<file path="src/rtl/operand_stage.sv">
`default_nettype none
// ============================================================================
// Module      : operand_stage
// Description : Decode/operand-fetch stage. It holds the 32x32 register file
//               and the write-back port, selects the register or immediate
//               operand, and feeds a one-entry valid/ready pipeline register
//               that has stall and flush handling.
//               Optional macro OPERAND_BYPASS_EN forwards the same-cycle
//               write-back data to the register read ports.
// Revision    : 1.0 - initial release
// ============================================================================
module operand_stage #(
  parameter int REG_COUNT = 32
) (
  input  logic        clk,
  input  logic        rst_n,
  input  logic        in_valid,
  output logic        in_ready,
  input  logic [4:0]  rs_addr,
  input  logic [4:0]  rt_addr,
  input  logic [15:0] imm,
  input  logic        use_imm,
  input  logic        imm_signed,
  input  logic [1:0]  op_in,
  input  logic [4:0]  rd_in,
  input  logic        flush,
  input  logic        wb_en,
  input  logic [4:0]  wb_addr,
  input  logic [31:0] wb_data,
  output logic        out_valid,
  input  logic        out_ready,
  output logic [31:0] a,
  output logic [31:0] c,
  output logic [1:0]  op,
  output logic [4:0]  rd_out
);

  // R[0] is hardwired to zero, so it has no storage.
  logic [31:0] rf_q [1:REG_COUNT-1];

  logic        rs_hit;
  logic        rt_hit;
  logic        wb_hit;
  logic [31:0] rs_val;
  logic [31:0] rt_val;
  logic [31:0] imm_ext;
  logic        accept;

  logic        valid_q, valid_d;
  logic [31:0] a_q, a_d;
  logic [31:0] c_q, c_d;
  logic [1:0]  op_q, op_d;
  logic [4:0]  rd_q, rd_d;

  assign rs_hit = (rs_addr != 5'd0) && (32'(rs_addr) < REG_COUNT);
  assign rt_hit = (rt_addr != 5'd0) && (32'(rt_addr) < REG_COUNT);
  assign wb_hit = wb_en && (wb_addr != 5'd0) && (32'(wb_addr) < REG_COUNT);

  always_ff @(posedge clk or negedge rst_n) begin
    if (!rst_n) begin
      for (int i = 1; i < REG_COUNT; i++) begin
        rf_q[i] <= '0;
      end
    end else if (wb_hit) begin
      rf_q[wb_addr] <= wb_data;
    end
  end

  always_comb begin
    rs_val = '0;
    rt_val = '0;
    if (rs_hit) rs_val = rf_q[rs_addr];
    if (rt_hit) rt_val = rf_q[rt_addr];
`ifdef OPERAND_BYPASS_EN
    if (wb_hit && (wb_addr == rs_addr)) rs_val = wb_data;
    if (wb_hit && (wb_addr == rt_addr)) rt_val = wb_data;
`endif
  end

  assign imm_ext  = imm_signed ? {{16{imm[15]}}, imm} : {16'h0000, imm};
  assign in_ready = !flush && (!valid_q || out_ready);
  assign accept   = in_valid && in_ready;

  // Operands are snapshots: data registers change only on accept.
  always_comb begin
    valid_d = valid_q;
    a_d     = a_q;
    c_d     = c_q;
    op_d    = op_q;
    rd_d    = rd_q;
    if (flush) begin
      valid_d = 1'b0;
    end else if (accept) begin
      valid_d = 1'b1;
      a_d     = rs_val;
      c_d     = use_imm ? imm_ext : rt_val;
      op_d    = op_in;
      rd_d    = rd_in;
    end else if (out_ready) begin
      valid_d = 1'b0;
    end
  end

  always_ff @(posedge clk or negedge rst_n) begin
    if (!rst_n) begin
      valid_q <= 1'b0;
      a_q     <= '0;
      c_q     <= '0;
      op_q    <= '0;
      rd_q    <= '0;
    end else begin
      valid_q <= valid_d;
      a_q     <= a_d;
      c_q     <= c_d;
      op_q    <= op_d;
      rd_q    <= rd_d;
    end
  end

  assign out_valid = valid_q;
  assign a         = a_q;
  assign c         = c_q;
  assign op        = op_q;
  assign rd_out    = rd_q;

endmodule
`default_nettype wire

</file>
<file path="config.mk">
export PLATFORM = sky130hd
export DESIGN_NAME = operand_stage
export DESIGN_NICKNAME = d
export VERILOG_FILES = /design/src/rtl/operand_stage.sv
export SDC_FILE = /design/constraint.sdc
export NUM_CORES = 2
export LEC_CHECK = 0
export BUFFER_PORTS_ARGS = -buffer_cell sky130_fd_sc_hd__buf_4
export CAP_MARGIN = 40
export CORE_MARGIN = 5
export CORE_UTILIZATION = 50
export CTS_CLUSTER_DIAMETER = 60
export DETAILED_ROUTE_END_ITERATION = 8
export PLACE_DENSITY = 0.66
export SYNTH_ARGS = -nofsm -noshare
export SYNTH_HDL_FRONTEND = slang
export SYNTH_SLANG_ARGS = --single-unit
</file>
<file path="constraint.sdc">
create_clock -name clk -period 2.7 [get_ports clk]
set_input_delay 0.27 -clock clk [delete_from_list [all_inputs] [get_ports clk]]
set_output_delay 0.27 -clock clk [all_outputs]
set_load 0.02 [all_outputs]
</file>
* After elaboration in Yosys (flattened, before gate mapping)
Index checks and enable logic that the tools add are counted.
** Word-level totals
- Register bits :: 1064
- Output and inout bits :: 73
- Logic and storage cells :: 72
** Cells by class
- Magnitude comparators :: 4
- Mux-type cells :: 16
- Bitwise operators :: 4
- Reductions and logical operators :: 12
** Operators by type and width (number)
- 992-bit bitwise mux :: 1
- 32-bit binary-select mux with 5-bit select :: 2
- 32-bit 2-to-1 mux :: 9
- 32-bit demux with 5-bit select :: 1
- 6-bit >= comparator, second input constant :: 3
- 5-bit NOT with 6-bit output :: 3
- 5-bit nonzero test :: 3
- 6-bit by 1-bit less-than comparator with 1-bit output, second input constant :: 1
- 1-bit logical AND :: 4
- 1-bit 2-to-1 mux :: 3
- 3-bit nonzero test :: 1
- 1-bit zero test :: 2
- 2-bit AND reduction :: 1
- 1-bit logical OR :: 1
- 1-bit NOT :: 1

* Longest topological paths before layout
- Word-level depth :: 6
- Depth in mapped cells :: 10
- Gate-level depth less buffers :: 5

* Worst setup path before layout
No wires, ideal clock.
- Path type :: in2reg
- Start :: in rs_addr[1]
- End :: reg a_q[16], in the netlist a[16]
- Library setup time :: 0.126 ns
- Data arrival time :: 2.001 ns
- Required time :: 2.574 ns
- Setup slack :: 0.573 ns
- Cell stages on the path :: 6
- Path buffers :: 3
- Path through :: buf_2 buf_2 clkbuf_1 mux4_2 mux4_2 a221o_1
** On the way
- Cells in the longest elaborated chain, start to end :: 5
- Elaborated cells between the ends (all ways) :: 6
- Classes of those cells :: mux (4); bitwise (1); reduce/logical (1)
** RTL lines
- from (decl) :: line 19 : input logic [4:0] rs_addr,
- 5-bit NOT with 6-bit output (implied by the code) :: line 72 : if (rs_hit) rs_val = rf_q[rs_addr];
- 32-bit binary-select mux with 5-bit select :: line 72
- 32-bit 2-to-1 mux (implied by the code) (2 in series) :: line 72
- 32-bit 2-to-1 mux (*) :: line 72
- to (signal assigned) :: line 107 : a_q <= '0;
- to (signal assigned) :: line 113 : a_q <= a_d;
- to (decl) :: line 50 : logic [31:0] a_q, a_d;
Every way passes the cells marked *; elsewhere a longest branch is shown, timed or not. The select of a mux whose other input is x is not followed.
A chain may end at the register's enable or synchronous reset.

* Worst setup path after layout
- Start :: reg valid_q, in the netlist out_valid
- End :: reg c_q[5], in the netlist c[5]
** On the way
- Cells in the longest elaborated chain, start to end :: 5
** RTL lines
- from (decl) :: line 49 : logic valid_q, valid_d;
- from (signal assigned) :: line 112 : valid_q <= valid_d;
- 1-bit zero test :: line 81 : assign in_ready = !flush && (!valid_q || out_ready);
- 1-bit logical OR :: line 81
- 1-bit logical AND :: line 81
- 1-bit logical AND :: line 82 : assign accept = in_valid && in_ready;
- 2-bit AND reduction (no line)
- to (signal assigned) :: line 108 : c_q <= '0;
- to (signal assigned) :: line 114 : c_q <= c_d;
- to (decl) :: line 51 : logic [31:0] c_q, c_d;
No other way between the ends.

==> summary.txt <==
========================================================================================
Outcome                                                                     complete, no violations
Clock insertion delay at the later pin of the skew report                        0.71 ns
Most frequent standard cell in the layout excluding fill and tap cells           dfrtp_1
Fraction of met2 tracks used by global routing                                     46.1%
Slack of the worst reg-to-reg path                                               0.26 ns
Synth async-reset ratio                                                             100%
Met3 track demand over resource                                                    7.16%
Count of flip-flops with a built-in enable after synthesis                             0
Worst hold-check path type                                                  input port to flip-flop
Pin count of the biggest net entering global routing                                  99
CTS max path bufs                                                                      3
Global router's overall resource usage                                             30.6%
Synth Flop Type                                                                  dfrtp_1
Setup skew after layout                                                        0.0261 ns
Placed cell count                                                                  5,237
GR met1 Demand/Resource                                                            44.5%
Worst stage delay on the critical path                                           0.76 ns
Average routed wire per standard cell                                            32.7 µm
Leak                                                                             27.8 nW
Final weighted congestion in routability-driven placement                          0.858
Post-route insts no fill                                                           5,484
Share of synthesized area occupied by flip-flops and latches                       48.0%
Number of levels the H-tree was split into                                             3
Unique masters post-synth                                                             42
Wire length of the first global-routing pass                                  266,000 µm
Filler Cells Inserted                                                              8,613
Ratio of cells with drive above 1 in the final layout                              51.7%
Net count reported at finish                                                       3,969
Number of standard cells after synthesis                                           3,746
Slowest library cell on the worst path                                            nor4_1
Synthesized net count                                                              3,824
Sequence of cells on the critical path                                      nand2b_1 > nand3_4 > or2_2 > nor4_1 > a221o_1
Maximum capacitance violations                                                         0
IO Pins                                                                              151
Crit start category                                                            flip-flop
Number of CTS-inserted buffers                                                       118
Y dimension of the die                                                            343 µm
TritonCTS clock tree                                                                 yes
Layer with the highest usage after global routing                                   met2
Highest-count cells in the layout ignoring fill and taps                    1,064 x dfrtp_1, 1,023 x mux2_2, 411 x mux4_2, 316 x buf_4, 182 x mux2i_1
Area of the die                                                              118,000 µm²
Synth-to-Final Area Change                                                         14.8%
Timing-limited maximum frequency                                                 410 MHz
Number of rows created at floorplan                                                  122
Post-route core utilization                                                        57.7%
Number of remaining DRC errors                                                         0
Post-route setup slack                                                          0.259 ns
Category of cells accounting for the largest share of critical-path delay   simple AND/OR/NAND/NOR gates
DR vias/cell                                                                        6.74
Number of antenna violations at the first check in global routing                      9
Path type of the worst setup path                                           flip-flop to flip-flop
HPWL after detailed placement                                                 113,000 µm
Largest voltage drop on the vdd net                                             0.528 mV
Routed Wire Length                                                            180,000 µm
Post-synthesis area per instance                                                14.8 µm²
Iter 0 DRT Violations                                                              3,506
Count of yosys warnings during synthesis                                               0
DR pass1 iterations                                                                    5
Final count of negative-setup-slack endpoints                                          0
Via count of the first global-routing pass                                        37,900
Initial standard-cell utilization of the core                                      50.2%
Seq cells post-synth                                                               1,064
Horiz. Die Dim                                                                    343 µm
Clock-pin slew on the worst setup and hold paths                                 0.06 ns
Vias after detailed routing                                                       37,000
Critical path fanouts, max                                                            13
Post-synth design cell area                                                   55,400 µm²
DRT antenna net count                                                                  0
Clock tree root buffer cell                                                    clkbuf_16
Clk sink count                                                                     1,064
Capturing element type of the critical path                                    flip-flop
CP bufs+invs                                                                           0
Worst slack at placement                                                       0.0804 ns
RSZ-0062 raised after global routing                                               false
Number of buffers inserted by port buffering                                         150
Final count of hold timing violations                                                  0
Area of the core                                                             110,000 µm²
Period Utilization, post-route                                                     90.4%
Power per standard cell area                                                  745 nW/µm²
Setup TNS                                                                           0 ns
Min Tclk post-route                                                              2.44 ns
Arrival time at the worst endpoint                                               3.08 ns
Sum of overflow across all layers after global routing                                 0
Critical path data required time                                                 3.34 ns
Number of max-slew violations in the final report                                      0
Slew Limit Headroom                                                                39.6%
Transition time of the tightest slew-check pin                                  0.906 ns
========================================================================================
-- cells in the mapped netlist, types with 13 or more instances --
cell | count | area, µm²
nor2_1 | 96 | 360
mux2i_1 | 182 | 1820
nor3_1 | 15 | 75.1
o221ai_1 | 30 | 263
clkbuf_1 | 188 | 706
nor2b_1 | 22 | 138
o21ai_0 | 28 | 140
mux4_2 | 411 | 9260
nand3_1 | 15 | 75.1
buf_6 | 18 | 203
and3_1 | 17 | 106
dfrtp_1 | 1064 | 26600
buf_2 | 97 | 485
buf_1 | 54 | 203
a21oi_1 | 46 | 230
mux4_1 | 13 | 342
a211oi_1 | 56 | 420
a221o_1 | 55 | 551
nand2_1 | 115 | 432
a221oi_1 | 62 | 543
mux2_2 | 1023 | 11500
o22ai_1 | 43 | 269
buf_4 | 30 | 225
-- final cells by class --
cell class | count | area [µm²] | share of cell area (%)
antenna | 6 | 15.0 | 0.0236
tap | 1488 | 1860 | 2.93
sequential | 1064 | 26600 | 41.8
clock inverter | 43 | 453 | 0.712
multi-input combinational | 2291 | 27200 | 42.7
timing repair buffer | 413 | 4040 | 6.35
inverter | 3 | 11.3 | 0.0177
clock buffer | 176 | 3460 | 5.44
-- where the power goes --
| part | internal, W | switching [W] | leakage (nW) | total [W] |
|---|---|---|---|---|
| sequential | 0.0191 | 0.00248 | 13.6 | 0.0216 |
| combinational | 0.00571 | 0.00381 | 12.3 | 0.00953 |
| clock | 0.00951 | 0.00680 | 1.92 | 0.0163 |
| total | 0.0343 | 0.0131 | 27.8 | 0.0474 |
-- cells by family after synthesis --
kind of cell | synth area share, %
multiplexers | 41.4
flip-flops | 48.0
buffers and inverters | 3.32
AO/OA/AOI/OAI | 4.61
AND/OR/NAND/NOR | 2.65
-- per-layer routing --
layer	share of wire [%]	routed length, µm	vias up
met5	0.027	48	-
met4	3.4	6130	8
li1	-	-	14800
met3	9.2	16500	317
met1	42	75400	20100
met2	45	81500	1705
-- timing repair --
| action | in CTS | in global routing |
|---|---|---|
| buffers inserted | 0 | 0 |
| gates resized for setup | 0 | 0 |
| endpoints found under the hold margin | 410 | 0 |
| hold buffers | 22 | 0 |
| endpoints found under the setup margin | 0 | 0 |
-- flip-flops by register name, summed over array words and instances, names as in the netlist --
register   cells
rd_out         5
out_valid      1
rf_q         992
op             2
a             32
c             32
-- per-stage QoR --
stage	hold slack (ns)	total power, W	cell area (µm²)
after detailed placement	0.242	0.0312	59500
after CTS	0.0192	0.0475	63600
after global routing	0.0684	0.0493	63600
final	0.0703	0.0474	63600
after floorplan	-0.0256	0.0278	55400
after global placement	0.236	0.0308	59500
-- worst paths after layout --
path | startpoint | to | cells after the start
max in group asynchronous | rst_n | rf_q[208] | 3
worst min-delay path | wb_data[18] | rf_q[882] | 2
worst min register to register | rd_out[1] | rd_out[1] | 2
worst max-delay path | out_valid | c[5] | 5
worst max register to register | out_valid | c[5] | 5
min in group asynchronous | rst_n | rf_q[857] | 2
Note: power is estimated with default switching activity, not from simulation.
